`src/rtl/cardjitsu_pkg.sv`:
```
// Shared encodings for the Card-Jitsu round controller: elements, FSM states,
// round outcomes, status colours and the round-judging helpers.
package cardjitsu_pkg;

  typedef enum logic [1:0] {
    EL_FIRE    = 2'b00,
    EL_WATER   = 2'b01,
    EL_SNOW    = 2'b10,
    EL_INVALID = 2'b11
  } element_t;

  typedef enum logic [1:0] {
    A_SEL,
    B_SEL,
    REVEAL,
    GAME_OVER
  } state_t;

  typedef enum logic [1:0] {
    A_WIN,
    B_WIN,
    TIE
  } outcome_t;

  // Status colours packed as {r, g, b}
  localparam logic [2:0] RGB_OFF   = 3'b000;
  localparam logic [2:0] RGB_RED   = 3'b100;
  localparam logic [2:0] RGB_GREEN = 3'b010;
  localparam logic [2:0] RGB_BLUE  = 3'b001;
  localparam logic [2:0] RGB_WHITE = 3'b111;

  function automatic logic beats(element_t x, element_t y);
    return (x == EL_FIRE  && y == EL_SNOW)  ||
           (x == EL_SNOW  && y == EL_WATER) ||
           (x == EL_WATER && y == EL_FIRE);
  endfunction

  // Cards are {rank[1:0], element[1:0]}; element decides first, rank breaks equal elements
  function automatic outcome_t judge(logic [3:0] a, logic [3:0] b);
    element_t ea;
    element_t eb;
    outcome_t res;
    ea = element_t'(a[1:0]);
    eb = element_t'(b[1:0]);
    if (beats(ea, eb))           res = A_WIN;
    else if (beats(eb, ea))      res = B_WIN;
    else if (a[3:2] > b[3:2])    res = A_WIN;
    else if (a[3:2] < b[3:2])    res = B_WIN;
    else                         res = TIE;
    return res;
  endfunction

  function automatic logic [2:0] elem_rgb(element_t e);
    logic [2:0] c;
    case (e)
      EL_FIRE:  c = RGB_RED;
      EL_WATER: c = RGB_BLUE;
      EL_SNOW:  c = RGB_GREEN;
      default:  c = RGB_OFF;
    endcase
    return c;
  endfunction

  function automatic logic [2:0] reveal_rgb(logic [3:0] a, logic [3:0] b);
    logic [2:0] c;
    case (judge(a, b))
      A_WIN:   c = elem_rgb(element_t'(a[1:0]));
      B_WIN:   c = elem_rgb(element_t'(b[1:0]));
      default: c = RGB_WHITE;
    endcase
    return c;
  endfunction

endpackage

```
`src/rtl/cardjitsu_btn_cond.sv`:
```
// Button conditioner: 2-flop synchronizer, optional debounce filter
// (CARDJITSU_DEBOUNCE_EN) and rising-edge detector giving a 1-cycle pulse.
module cardjitsu_btn_cond #(
  parameter int unsigned DEBOUNCE_CYCLES = 16
) (
  input  logic clk,
  input  logic rst_n,
  input  logic btn,
  output logic pulse
);

  logic [1:0] sync;
  logic [2:0] warm;
  logic       prev;
  logic       lvl;

`ifdef CARDJITSU_DEBOUNCE_EN
  localparam int unsigned CW = (DEBOUNCE_CYCLES > 1) ? $clog2(DEBOUNCE_CYCLES) : 1;
  localparam logic [CW-1:0] CNT_LAST = CW'(DEBOUNCE_CYCLES - 1);

  logic [CW-1:0] cnt;
  logic          flt;

  // Filter is preloaded with the first valid synchronized sample so a held button is not an edge
  always_ff @(posedge clk or negedge rst_n) begin
    if (!rst_n) begin
      cnt <= '0;
      flt <= 1'b0;
    end else if (warm[1] && !warm[2]) begin
      flt <= sync[1];
      cnt <= '0;
    end else if (sync[1] == flt) begin
      cnt <= '0;
    end else if (cnt == CNT_LAST) begin
      flt <= sync[1];
      cnt <= '0;
    end else begin
      cnt <= cnt + 1'b1;
    end
  end

  assign lvl = flt;
`else
  assign lvl = sync[1];
`endif

  // prev is held high until the synchronizer has flushed, masking buttons held across reset
  always_ff @(posedge clk or negedge rst_n) begin
    if (!rst_n) begin
      sync  <= '0;
      warm  <= '0;
      prev  <= 1'b1;
      pulse <= 1'b0;
    end else begin
      sync  <= {sync[0], btn};
      warm  <= {warm[1:0], 1'b1};
      prev  <= warm[2] ? lvl : 1'b1;
      pulse <= lvl & ~prev;
    end
  end

endmodule

```
`src/rtl/cardjitsu_round_ctrl.sv`:
```
// Card-Jitsu round controller: players A and B commit cards, the result is shown,
// the winner scores; first to WIN_SCORE ends the game. Debounce: CARDJITSU_DEBOUNCE_EN.
module cardjitsu_round_ctrl
  import cardjitsu_pkg::*;
#(
  parameter int unsigned DEBOUNCE_CYCLES = 16,
  parameter int unsigned REVEAL_CYCLES   = 8,
  parameter int unsigned WIN_SCORE       = 3,
  parameter int unsigned BLINK_CYCLES    = 4
) (
  input  logic       clk,
  input  logic       rst,
  input  logic       btn_0,
  input  logic       btn_1,
  input  logic       btn_2,
  input  logic [3:0] sw,
  output logic [3:0] leds,
  output logic       led6_r,
  output logic       led6_g,
  output logic       led6_b
);

  localparam int unsigned RW = (REVEAL_CYCLES > 1) ? $clog2(REVEAL_CYCLES) : 1;
  localparam int unsigned BW = (BLINK_CYCLES > 1) ? $clog2(BLINK_CYCLES) : 1;
  localparam logic [RW-1:0] REVEAL_LAST = RW'(REVEAL_CYCLES - 1);
  localparam logic [BW-1:0] BLINK_LAST  = BW'(BLINK_CYCLES - 1);
  localparam logic [1:0]    WIN         = 2'(WIN_SCORE);

  logic          pulse_a;
  logic          pulse_b;
  logic          pulse_new;
  state_t        state;
  logic [3:0]    card_a;
  logic [3:0]    card_b;
  logic [1:0]    score_a;
  logic [1:0]    score_b;
  logic [RW-1:0] reveal_cnt;
  logic [BW-1:0] blink_cnt;
  logic [2:0]    status_rgb;
  outcome_t      verdict;
  logic [1:0]    score_a_nx;
  logic [1:0]    score_b_nx;
  logic          game_done;
  logic          sw_valid;

  cardjitsu_btn_cond #(.DEBOUNCE_CYCLES(DEBOUNCE_CYCLES)) u_btn_a (
    .clk(clk), .rst_n(rst), .btn(btn_0), .pulse(pulse_a)
  );
  cardjitsu_btn_cond #(.DEBOUNCE_CYCLES(DEBOUNCE_CYCLES)) u_btn_b (
    .clk(clk), .rst_n(rst), .btn(btn_1), .pulse(pulse_b)
  );
  cardjitsu_btn_cond #(.DEBOUNCE_CYCLES(DEBOUNCE_CYCLES)) u_btn_new (
    .clk(clk), .rst_n(rst), .btn(btn_2), .pulse(pulse_new)
  );

  assign sw_valid = (element_t'(sw[1:0]) != EL_INVALID);

  // Scores saturate at 3 so a WIN_SCORE of 3 can never wrap back to 0
  always_comb begin
    verdict    = judge(card_a, card_b);
    score_a_nx = score_a;
    score_b_nx = score_b;
    if (verdict == A_WIN && score_a != 2'd3) score_a_nx = score_a + 2'd1;
    if (verdict == B_WIN && score_b != 2'd3) score_b_nx = score_b + 2'd1;
    game_done  = (score_a_nx == WIN) || (score_b_nx == WIN);
  end

  always_ff @(posedge clk or negedge rst) begin
    if (!rst) begin
      state      <= A_SEL;
      card_a     <= '0;
      card_b     <= '0;
      score_a    <= '0;
      score_b    <= '0;
      reveal_cnt <= '0;
      blink_cnt  <= '0;
      status_rgb <= RGB_RED;
    end else begin
      case (state)
        A_SEL: begin
          if (pulse_a && sw_valid) begin
            card_a     <= sw;
            state      <= B_SEL;
            status_rgb <= RGB_BLUE;
          end
        end
        B_SEL: begin
          if (pulse_b && sw_valid) begin
            card_b     <= sw;
            reveal_cnt <= '0;
            state      <= REVEAL;
            status_rgb <= reveal_rgb(card_a, sw);
          end
        end
        REVEAL: begin
          if (reveal_cnt == REVEAL_LAST) begin
            score_a <= score_a_nx;
            score_b <= score_b_nx;
            if (game_done) begin
              state      <= GAME_OVER;
              blink_cnt  <= '0;
              status_rgb <= RGB_GREEN;
            end else begin
              state      <= A_SEL;
              status_rgb <= RGB_RED;
            end
          end else begin
            reveal_cnt <= reveal_cnt + 1'b1;
          end
        end
        GAME_OVER: begin
          if (pulse_new) begin
            score_a    <= '0;
            score_b    <= '0;
            card_a     <= '0;
            card_b     <= '0;
            state      <= A_SEL;
            status_rgb <= RGB_RED;
          end else if (blink_cnt == BLINK_LAST) begin
            blink_cnt     <= '0;
            status_rgb[1] <= ~status_rgb[1];
          end else begin
            blink_cnt <= blink_cnt + 1'b1;
          end
        end
        default: state <= A_SEL;
      endcase
    end
  end

  assign leds   = {score_a, score_b};
  assign led6_r = status_rgb[2];
  assign led6_g = status_rgb[1];
  assign led6_b = status_rgb[0];

endmodule
```
`config.mk`:
```
export PLATFORM = sky130hd
export DESIGN_NAME = cardjitsu_round_ctrl
export DESIGN_NICKNAME = d
export VERILOG_FILES = /design/src/rtl/cardjitsu_pkg.sv /design/src/rtl/cardjitsu_btn_cond.sv /design/src/rtl/cardjitsu_round_ctrl.sv
export SDC_FILE = /design/constraint.sdc
export NUM_CORES = 1
export LEC_CHECK = 0
export BUFFER_PORTS_ARGS = -buffer_cell sky130_fd_sc_hd__buf_2
export CAP_MARGIN = 20
export CORE_ASPECT_RATIO = 1.75
export CORE_MARGIN = 4
export CORE_UTILIZATION = 35
export CTS_BUF_LIST = sky130_fd_sc_hd__clkbuf_4
export CTS_CLUSTER_DIAMETER = 120
export CTS_CLUSTER_SIZE = 12
export DETAILED_ROUTE_END_ITERATION = 7
export SYNTH_ARGS = -nofsm -noshare
export SYNTH_HDL_FRONTEND = slang
export SYNTH_SLANG_ARGS = --single-unit
```
`constraint.sdc`:
```
create_clock -name clk -period 3.45 [get_ports clk]
set_clock_uncertainty 0.05 [all_clocks]
set_input_delay 0.345 -clock clk [delete_from_list [all_inputs] [get_ports clk]]
set_output_delay 0.345 -clock clk [all_outputs]
set_load 0.01 [all_outputs]
```
**Word-level counts from Yosys, hierarchy flattened**

Index checks and enable logic that the tools add are counted.

- Flip-flop bits (word level): 43
- Input port bits: 9
- Output and inout bits: 7
- Word-level logic and storage cells: 154

- Add/subtract/negate cells: 4
- $lt $le $gt $ge: 4
- Equality and inequality tests: 26
- Multiplexer cells: 50
- Bitwise logic cells: 7
- Reductions and logical operators: 42

Operators with widths:

| kind | number |
|---|---|
| $mux W2 | 23 |
| $mux W3 | 6 |
| $ne A2 B2 Y1 const B | 9 |
| $pmux W3 S3 | 2 |
| $eq A2 B2 Y1 const B | 8 |
| $logic_and A1 B1 Y1 | 16 |
| $pmux W4 S2 | 2 |
| $eq A2 B1 Y1 const B | 6 |
| $logic_not A2 Y1 | 6 |
| $mux W4 | 3 |
| $pmux W2 S2 | 3 |
| $pmux W3 S2 | 2 |
| $pmux W3 S4 | 1 |
| $reduce_and A3 Y1 | 4 |
| $reduce_and A4 Y1 | 3 |
| $logic_or A1 B1 Y1 | 9 |
| $pmux W2 S4 | 1 |
| $reduce_bool A2 Y1 | 4 |
| $mux W1 | 7 |
| $add A2 B1 Y2 const B | 3 |
| $gt A2 B2 Y1 | 2 |
| $lt A2 B2 Y1 | 2 |
| $not A1 Y1 | 4 |
| $add A3 B1 Y3 const B | 1 |
| other kinds (4) | 6 |

**Depth between registers and ports, before layout**

Gate-level depths: netlist (run 1).

- Depth after elaboration: 14
- Gate-level depth with buffers: 9
- Gate-level depth less buffers: 9

**Modules after synthesis**

From an unflattened synthesis (run 1), not the netlist that was laid out.

- Cell total of the unflattened synthesis: 220
- Area total of the unflattened synthesis: 2202.1 um^2

By module, submodules not included:

| module | instances | cells each | area each (um^2) | seq. area each (um^2) |
|---|---|---|---|---|
| cardjitsu_round_ctrl | 1 | 190 | 1601.5 | 551.8 |
| cardjitsu_btn_cond | 3 | 10 | 200.2 | 176.4 |

**Least setup slack after synthesis (run 1)**

OpenSTA, ideal clock, no wires.

- Path type: reg2reg
- From: reg card_a[3]
- To: reg state[0]
- Library setup time: 124 ps
- Arrival: 2255 ps
- Data required time: 3276 ps
- Path slack: 1021 ps
- Stages on the path, launching flop included: 9
- Buffers on the path: 0
- Clock period less this slack: 2429 ps
- Cells stage by stage: dfrtp_1 > ha_1 > nor2b_1 > or2_2 > a32oi_1 > o221ai_1 > a21o_1 > or3_4 > o31a_1

- Longest elaborated chain between the ends: 13
- Elaborated cells on any way between the ends: 18
- Those cells by class: order compare (2); eq/ne (3); mux (9); reduce/logical (4)

Ends and longest elaborated chain:

| item | RTL line | RTL |
|---|---|---|
| start, declared | cardjitsu_round_ctrl.sv:33 | `logic [3:0] card_a;` |
| start signal, assigned | cardjitsu_round_ctrl.sv:82 | `card_a <= sw;` |
| $lt A2 B2 Y1 | cardjitsu_pkg.sv:48 | `else if (a[3:2] < b[3:2]) res = B_WIN;` |
| $mux W2 | cardjitsu_pkg.sv:48 |  |
| $mux W2 * | cardjitsu_pkg.sv:47 | `else if (a[3:2] > b[3:2]) res = A_WIN;` |
| $mux W2 * | cardjitsu_pkg.sv:46 | `else if (beats(eb, ea)) res = B_WIN;` |
| $mux W2 * | cardjitsu_pkg.sv:45 | `if (beats(ea, eb)) res = A_WIN;` |
| $eq A2 B1 Y1 / $logic_not A2 Y1 (equally long branches) | cardjitsu_round_ctrl.sv:64, cardjitsu_round_ctrl.sv:63 |  |
| $logic_and A1 B1 Y1, on equally long branches | cardjitsu_round_ctrl.sv:64, cardjitsu_round_ctrl.sv:63 |  |
| $mux W2, on equally long branches | cardjitsu_round_ctrl.sv:64, cardjitsu_round_ctrl.sv:63 |  |
| $eq A2 B2 Y1 | cardjitsu_round_ctrl.sv:65 | `game_done = (score_a_nx == WIN) \|\| (score_b_nx == WIN);` |
| $logic_or A1 B1 Y1 * | cardjitsu_round_ctrl.sv:65 |  |
| $mux W2 * | cardjitsu_round_ctrl.sv:99 | `if (game_done) begin` |
| $mux W2 * | cardjitsu_round_ctrl.sv:96 | `if (reveal_cnt == REVEAL_LAST) begin` |
| $pmux W2 S4 * | cardjitsu_round_ctrl.sv:79 | `case (state)` |
| end signal, assigned | cardjitsu_round_ctrl.sv:70 | `state <= A_SEL;` |
| end signal, assigned | cardjitsu_round_ctrl.sv:83 | `state <= B_SEL;` |
| end signal, assigned | cardjitsu_round_ctrl.sv:100 | `state <= GAME_OVER;` |
| end, declared | cardjitsu_round_ctrl.sv:32 | `state_t state;` |

Mark *: on every way between the ends. The rest lies on a longest branch, timed or not. The select of a mux whose other input is x is not followed.
A chain may end at the register's enable or synchronous reset.

**Worst setup path in the final report (run 1)**

Same ends and word-level chain as after synthesis.

==> impl_metrics.env, run 1 <==
export IMPL_critPathRequiredTime_ns=3.65
export IMPL_vdd_ir_drop_max_v=0.000339
export IMPL_layout_commonest_cell="dfrtp_1"
export IMPL_ys_seq_elements=37
export IMPL_critPathSlowestCell="dfrtp_1"
export IMPL_drtIter0Drc=77
export IMPL_row_count=36
export IMPL_synth_top_flop_cell="dfrtp_1"
export IMPL_power_internal_uw=1060
export IMPL_drt_met1_wl_um=1710
export IMPL_syn_nets=240
export IMPL_syn_avg_cell_area_um2=9.22
export IMPL_hold_path_class="in -> async"
export IMPL_fin_crit_sh=0.748
export IMPL_cts_resized=0
export IMPL_cts_tree="yes"
export IMPL_cp_max_fo=5
export IMPL_dpl_instance_area_um2=2150
export IMPL_crit_path_end_kind="flip-flop"
export IMPL_synth_edff_count=0
export IMPL_die_w_um=65.8
export IMPL_grt_usage=0.137
export IMPL_design_area_um2=2210
export IMPL_critPathMaxStageDelay_ns=0.42
export IMPL_ys_warn_count=0
export IMPL_num_vias=1654
export IMPL_arrival_ns=2.78
export IMPL_areaGrowthSynthToFinish_pct=7.89
export IMPL_start_util=0.364
export IMPL_vias_per_cell=5.37
export IMPL_ys_types=46
export IMPL_max_cap_viol_count=0
export IMPL_core_area_um2=5630
export IMPL_clk_latency_ns=0.35
export IMPL_met3_length_um=112
export IMPL_power_uw=1910
export IMPL_grt_pass1_wl_um=7490
export IMPL_rsz0062_at_grt="false"
export IMPL_htreeDepth=2
export IMPL_cts_sinks=37
export IMPL_cp_start_kind="flip-flop"
export IMPL_diodes=0
export IMPL_drive_gt1_frac=0.155
export IMPL_grt_ovfl_total=0
export IMPL_synth_area_um2=2050
export IMPL_path_cells="ha_1 -> nor2b_1 -> or2_2 -> a32oi_1 -> o221ai_1 -> a21o_1 -> or3_4 -> o31a_1"
export IMPL_dp_hpwl_um=3170
export IMPL_die_y_um=109
export IMPL_drc=0
export IMPL_place_congestion=0.833
export IMPL_grt_max_degree=38
export IMPL_p_leak_uw=0.000988
export IMPL_ys_seq_area_frac=0.455
export IMPL_p_per_area_nw_per_um2=866
export IMPL_relSlewSlack=0.457
export IMPL_drv_slew=0
export IMPL_wl_per_cell_um=14.0
export IMPL_seqPwrFrac=0.401
export IMPL_cp_top_family="simple AND/OR/NAND/NOR gates"
export IMPL_cts_hold_fix_buffers=0
export IMPL_post_cts_buffers=0
export IMPL_ant_nets=0
export IMPL_met2_length_um=2300
export IMPL_antenna_found_initial=0
export IMPL_clock_path_buffers=2
export IMPL_tns_ns=0
export IMPL_tightest_slew_ns=0.815
export IMPL_p_sw_uw=850
export IMPL_final_cell_mix="33 x dfrtp_1, 32 x nand2_1, 17 x o21ai_0"
export IMPL_fmax_ghz=0.387
export IMPL_comb_power_share=0.478
export IMPL_setup_violations_final=0
export IMPL_critical_path_buf_inv_count=0
export IMPL_drt_first_pass_iters=4
export IMPL_swShare=0.445
export IMPL_top_layer_used="met4"
export IMPL_io_buffers=15
export IMPL_crit_type="reg -> reg"
export IMPL_fin_nets=249
export IMPL_root_buffer="clkbuf_4"
export IMPL_cts_made_buffers=5
export IMPL_timing_hold_violations_final=0
export IMPL_status="finished clean"
export IMPL_finalCriticalPeriod_ns=2.58
export IMPL_synth_cells=222
export IMPL_routed_wl_um=4300
export IMPL_io_pins=16
export IMPL_synthArstFlopShare=1.00
export IMPL_pwr_share_clk=0.120
export IMPL_clk_pin_slew_ns=0.12
export IMPL_grt_pass1_vias=1627
export IMPL_fp_dieArea_um2=7180
-- worst reg2reg max path, cell delays in order, from the launching register on --
cell      delay [ns]
dfrtp_1         0.42
ha_1            0.30
nor2b_1         0.18
or2_2           0.31
a32oi_1         0.22
o221ai_1        0.14
a21o_1          0.19
or3_4           0.39
o31a_1          0.28
-- registers in the layout, summed over array words and instances (netlist names) --
name / cells
u_btn_b.pulse: 1
reveal_cnt: 3
u_btn_new.prev: 1
score_b: 2
u_btn_a.sync: 2
blink_cnt: 2
u_btn_a.warm: 3
card_b: 4
u_btn_b.prev: 1
u_btn_new.sync: 2
u_btn_a.prev: 1
status_rgb: 3
u_btn_a.pulse: 1
u_btn_new.pulse: 1
score_a: 2
card_a: 4
state: 2
u_btn_b.sync: 2
-- logic make-up after synthesis --
| group | count (synthesis) | synth area share |
|---|---|---|
| fa+ha+maj | 9 | 0.0550 |
| compound gates | 65 | 0.213 |
| flops | 37 | 0.455 |
| xor+xnor | 1 | 0.00428 |
| simple gates | 81 | 0.198 |
| buf+inv | 24 | 0.0513 |
| mux | 4 | 0.0214 |
| other cells | 1 | 0.00183 |
-- worst paths after layout --
| kind | start | end | slack [ns] | cells after the start |
|---|---|---|---|---|
| min in group clk | btn_2 | u_btn_new.sync[0]$_DFF_PN0_ | 0.06 | 1 |
| setup reg to reg | card_a[3]$_DFFE_PN0P_ | state[0]$_DFFE_PN0P_ | 0.87 | 8 |
| setup / recovery | card_a[3]$_DFFE_PN0P_ | state[0]$_DFFE_PN0P_ | 0.87 | 8 |
| max in group asynchronous | rst | blink_cnt[1]$_DFFE_PN0P_ | 2.79 | 1 |
| hold reg to reg | u_btn_new.sync[0]$_DFF_PN0_ | u_btn_new.sync[1]$_DFF_PN0_ | 0.31 | 0 |
| hold / removal | rst | reveal_cnt[0]$_DFFE_PN0P_ | 0.02 | 1 |
-- final cells by class --
type	count	area, um2
Clock buffer	6	45.0
Inverter	11	41.3
Tap cell	76	95.1
Multi-Input combinational cell	161	1010
Clock inverter	2	10.0
Sequential cell	37	931
Timing Repair Buffer	15	75.1
Fill cell	567	3420
-- synthesized netlist by cell type, types with 2 or more instances --
| master | number | area [um2] |
|---|---|---|
| o41ai_1 | 2 | 17.5 |
| dfrtp_1 | 33 | 826 |
| nand3_1 | 4 | 20.0 |
| nor2_1 | 14 | 52.6 |
| nor3_1 | 3 | 15.0 |
| nand3b_1 | 2 | 15.0 |
| buf_4 | 2 | 15.0 |
| a21oi_1 | 10 | 50.1 |
| a31oi_1 | 4 | 25.0 |
| o22ai_1 | 3 | 18.8 |
| a21o_1 | 3 | 22.5 |
| nand2_1 | 32 | 120 |
| clkbuf_1 | 10 | 37.5 |
| o21ai_0 | 17 | 85.1 |
| o221ai_1 | 3 | 26.3 |
| o211ai_1 | 3 | 22.5 |
| nand2b_1 | 8 | 50.1 |
| mux2_2 | 3 | 33.8 |
| inv_1 | 11 | 41.3 |
| or2_2 | 2 | 12.5 |
| o31ai_1 | 6 | 45.0 |
| a22o_1 | 4 | 35.0 |
| a22oi_1 | 2 | 15.0 |
| ha_1 | 9 | 113 |
| nor2b_1 | 8 | 50.1 |
| dfstp_2 | 4 | 105 |
-- stage by stage --
step	hold WS, ns	std cells	utilization	setup slack [ns]
floorplan	-0.000591	222	-	1.02
global placement	0.285	300	0.382	0.925
detailed placement	0.285	300	0.382	0.889
CTS	0.0421	308	0.392	0.873
global route	0.0381	308	0.392	0.737
finish	0.0230	308	0.392	0.869
-- per-layer routing --
| layer | global-route usage | vias up |
|---|---|---|
| li1 | - | 807 |
| met1 | 0.146 | 809 |
| met2 | 0.242 | 25 |
| met3 | 0.0237 | 13 |
| met4 | 0.0846 | 0 |
| met5 | 0 | - |
-- power by group through the flow --
| stage | Clock [uW] | Combinational [uW] | Sequential, uW |
|---|---|---|---|
| after floorplan | 0 | 827 | 657 |
| after global placement | 0 | 909 | 773 |
| after detailed placement | 0 | 922 | 775 |
| after CTS | 241 | 928 | 766 |
| after global routing | 255 | 1050 | 796 |
| final | 230 | 914 | 767 |
Note: power is estimated with default switching activity, not from simulation.
==> run 2, diff against run 1 <==
--- a/config.mk
+++ b/config.mk
@@ -5,6 +5,7 @@
 export SDC_FILE = /design/constraint.sdc
 export NUM_CORES = 1
 export LEC_CHECK = 0
+export ABC_AREA = 1
 export BUFFER_PORTS_ARGS = -buffer_cell sky130_fd_sc_hd__buf_2
 export CAP_MARGIN = 20
 export CORE_ASPECT_RATIO = 1.75
==> constraint.sdc (replaced) <==
create_clock -name clk -period 2.7 [get_ports clk]
set_clock_uncertainty 0.05 [all_clocks]
set_input_delay 0.27 -clock clk [delete_from_list [all_inputs] [get_ports clk]]
set_output_delay 0.27 -clock clk [all_outputs]
set_load 0.01 [all_outputs]
==> run 2 against run 1 <==
Effect of this change: register-to-register slack worse by 0.02 ns; wire length down 11%; die area down 6.9%; global-route usage down 1.1 points; highest routed layer unchanged; non-clock buffer count up 4.
==> impl_metrics.env, run 2 <==
export IMPL_root_buffer="clkbuf_4"
export IMPL_clk_latency_ns=0.35
export IMPL_power_uw=2240
export IMPL_timing_hold_violations_final=0
export IMPL_fin_crit_sh=0.687
export IMPL_die_y_um=105
export IMPL_tns_ns=0
export IMPL_syn_avg_cell_area_um2=8.08
export IMPL_grt_ovfl_total=0
export IMPL_grt_pass1_wl_um=6630
export IMPL_drive_gt1_frac=0.169
export IMPL_cp_start_kind="flip-flop"
export IMPL_holdPathEnd="card_b[2]$_DFFE_PN0P_"
export IMPL_ant_nets=0
export IMPL_tightest_slew_ns=0.824
export IMPL_syn_nets=252
export IMPL_yosysTopAreaCell="dfrtp_1"
export IMPL_fmax_ghz=0.539
export IMPL_synth_cells=234
export IMPL_ys_types=21
export IMPL_grt_usage=0.126
export IMPL_synth_top_flop_cell="dfrtp_1"
export IMPL_seqCellArea_um2=931
export IMPL_num_vias=1542
export IMPL_cts_made_buffers=5
export IMPL_synth_most_common_cell="nand2_1"
export IMPL_wl_per_cell_um=12.1
export IMPL_max_cap_viol_count=0
export IMPL_cp_top_family="simple AND/OR/NAND/NOR gates"
export IMPL_grt_max_degree=38
export IMPL_post_cts_buffers=0
export IMPL_areaGrowthSynthToFinish_pct=12.7
export IMPL_dpl_instance_area_um2=2030
export IMPL_min_delay_start="sw[2]"
export IMPL_p_per_area_nw_per_um2=1050
export IMPL_fp_dieArea_um2=6690
export IMPL_cts_resized=0
export IMPL_synth_top_cell_area_share=0.437
export IMPL_crit_type="reg -> reg"
export IMPL_io_buffers=15
export IMPL_yosys_top_cells_area="dfrtp_1 44%, nand2_1 14%, inv_1 6.6%, ha_1 6.0%, dfstp_2 5.6%"
export IMPL_drc=0
export IMPL_cpMostUsedCell="nand2_1"
export IMPL_reg_largest_list="card_a (4), card_b (4)"
export IMPL_design_area_um2=2130
export IMPL_dp_hpwl_um=2920
export IMPL_finalCriticalPeriod_ns=1.85
export IMPL_critPathRequiredTime_ns=2.89
export IMPL_fill_cells=561
export IMPL_drtIter0Drc=58
export IMPL_multi_input_area_um2=828
export IMPL_rsz0062_at_grt="false"
export IMPL_cp_max_fo=4
export IMPL_r2r_end="blink_cnt[0]$_DFFE_PN0P_"
export IMPL_critPathMaxStageDelay_ns=0.42
export IMPL_die_w_um=63.6
export IMPL_ys_seq_elements=37
export IMPL_antenna_found_initial=0
export IMPL_critical_path_buf_inv_count=1
export IMPL_status="finished clean"
export IMPL_synth_edff_count=0
export IMPL_htreeDepth=2
export IMPL_cts_tree="yes"
export IMPL_clk_pin_slew_ns=0.13
export IMPL_synthArstFlopShare=1.00
export IMPL_hold_path_class="in -> reg"
export IMPL_critPathSlowestCell="dfrtp_1"
export IMPL_row_count=35
export IMPL_core_area_um2=5260
export IMPL_routed_wl_um=3830
export IMPL_place_congestion=0.847
export IMPL_reg2regPathDepth=15
export IMPL_drt_first_pass_iters=4
export IMPL_p_leak_uw=0.00118
export IMPL_vdd_ir_drop_max_v=0.000463
export IMPL_reg2reg_from="card_a[3]$_DFFE_PN0P_"
export IMPL_vias_per_cell=4.88
export IMPL_min_path_cells=3
export IMPL_crit_path_end_kind="flip-flop"
export IMPL_yosys_top_cells_count="71 x nand2_1, 33 x dfrtp_1, 33 x inv_1"
export IMPL_grt_pass1_vias=1547
export IMPL_final_cell_mix="71 x nand2_1, 33 x inv_1, 33 x dfrtp_1"
export IMPL_fin_nets=278
export IMPL_synth_area_um2=1890
export IMPL_clock_path_buffers=2
export IMPL_layout_commonest_cell="nand2_1"
export IMPL_setup_violations_final=0
export IMPL_relSlewSlack=0.451
export IMPL_cts_sinks=37
export IMPL_start_util=0.360
export IMPL_ys_seq_area_frac=0.492
export IMPL_path_cells="ha_1 -> nand2_1 -> nand2_1 -> nand2_1 -> inv_1 -> nand2_2 -> nand2_2 -> nor2_2 -> nand2_1 -> nand2_1 -> nand2_2 -> nand3_2 -> nand2_2 -> nand2_1 -> nand2_1"
export IMPL_diodes=0
export IMPL_arrival_ns=2.04
export IMPL_drv_slew=0
export IMPL_ys_warn_count=0
export IMPL_io_pins=16
export IMPL_regToRegSetupSlack_ns=0.85
export IMPL_final_util=0.405
run 2: changes by cell type after synthesis, moves of 7 or more:
| cell | before | now |
|---|---|---|
| nand3_1 | 4 | 15 |
| a21oi_1 | 10 | 3 |
| nor2_2 | 0 | 7 |
| nor2b_1 | 8 | 0 |
| nand2b_1 | 8 | 0 |
| inv_1 | 11 | 33 |
| clkbuf_1 | 10 | 0 |
| o21ai_0 | 17 | 8 |
| nand2_1 | 32 | 71 |
run 2: per-stage QoR:
step	hold slack (ns)	setup WS [ns]	cells
global route	0.155	0.663	316
detailed placement	0.288	0.882	304
finish	0.160	0.846	316
CTS	0.142	0.831	316
global placement	0.285	0.875	304
floorplan	-0.0756	1.02	234
run 2: worst max-delay path by stage:
stage / startpoint / end / slack (ns) / cells past startpoint
finish: card_a[3]$_DFFE_PN0P_ / blink_cnt[0]$_DFFE_PN0P_ / 0.85 / 15
global route: card_a[3]$_DFFE_PN0P_ / blink_cnt[1]$_DFFE_PN0P_ / 0.66 / 15
CTS: card_a[3]$_DFFE_PN0P_ / blink_cnt[1]$_DFFE_PN0P_ / 0.83 / 15
detailed placement: card_a[3]$_DFFE_PN0P_ / blink_cnt[1]$_DFFE_PN0P_ / 0.88 / 15
global placement: card_a[3]$_DFFE_PN0P_ / status_rgb[1]$_DFFE_PN0P_ / 0.88 / 16
floorplan: card_a[3]$_DFFE_PN0P_ / blink_cnt[0]$_DFFE_PN0P_ / 1.02 / 15
run 2: metal layers:
metal	GRT usage	wire [um]
met5	0	0
met4	0.0665	112
met3	0.0267	125
met2	0.230	2060
met1	0.130	1530
run 2: kinds of logic after synthesis:
group | after synthesis | synth area share
AOI/OAI and AO/OA | 21 | 0.0668
adders and majority gates | 9 | 0.0596
buffers and inverters | 35 | 0.0695
DFF | 37 | 0.492
other | 1 | 0.00198
and+or+nand+nor | 131 | 0.310
run 2: worst min-delay path, stage by stage:
cell     delay (ns)
buf_2          0.11
inv_1          0.06
o21ai_0        0.09
run 2: cell type report:
cell class / instances / share of cell area
Timing Repair Buffer: 19 / 0.0540
Clock buffer: 6 / 0.0211
Sequential cell: 37 / 0.437
Clock inverter: 2 / 0.00528
Tap cell: 55 / 0.0323
Inverter: 35 / 0.0617
Multi-Input combinational cell: 162 / 0.389
run 2: timing repair:
| item | CTS | global route |
|---|---|---|
| endpoints found under the hold margin | 15 | 0 |
| setup endpoints to repair | 0 | 0 |
| hold buffers | 4 | 0 |
run 2: where the power goes:
group | internal (uW) | switching (uW) | total [uW]
Clock | 109 | 183 | 292
Combinational | 408 | 720 | 1130
Sequential | 703 | 116 | 819
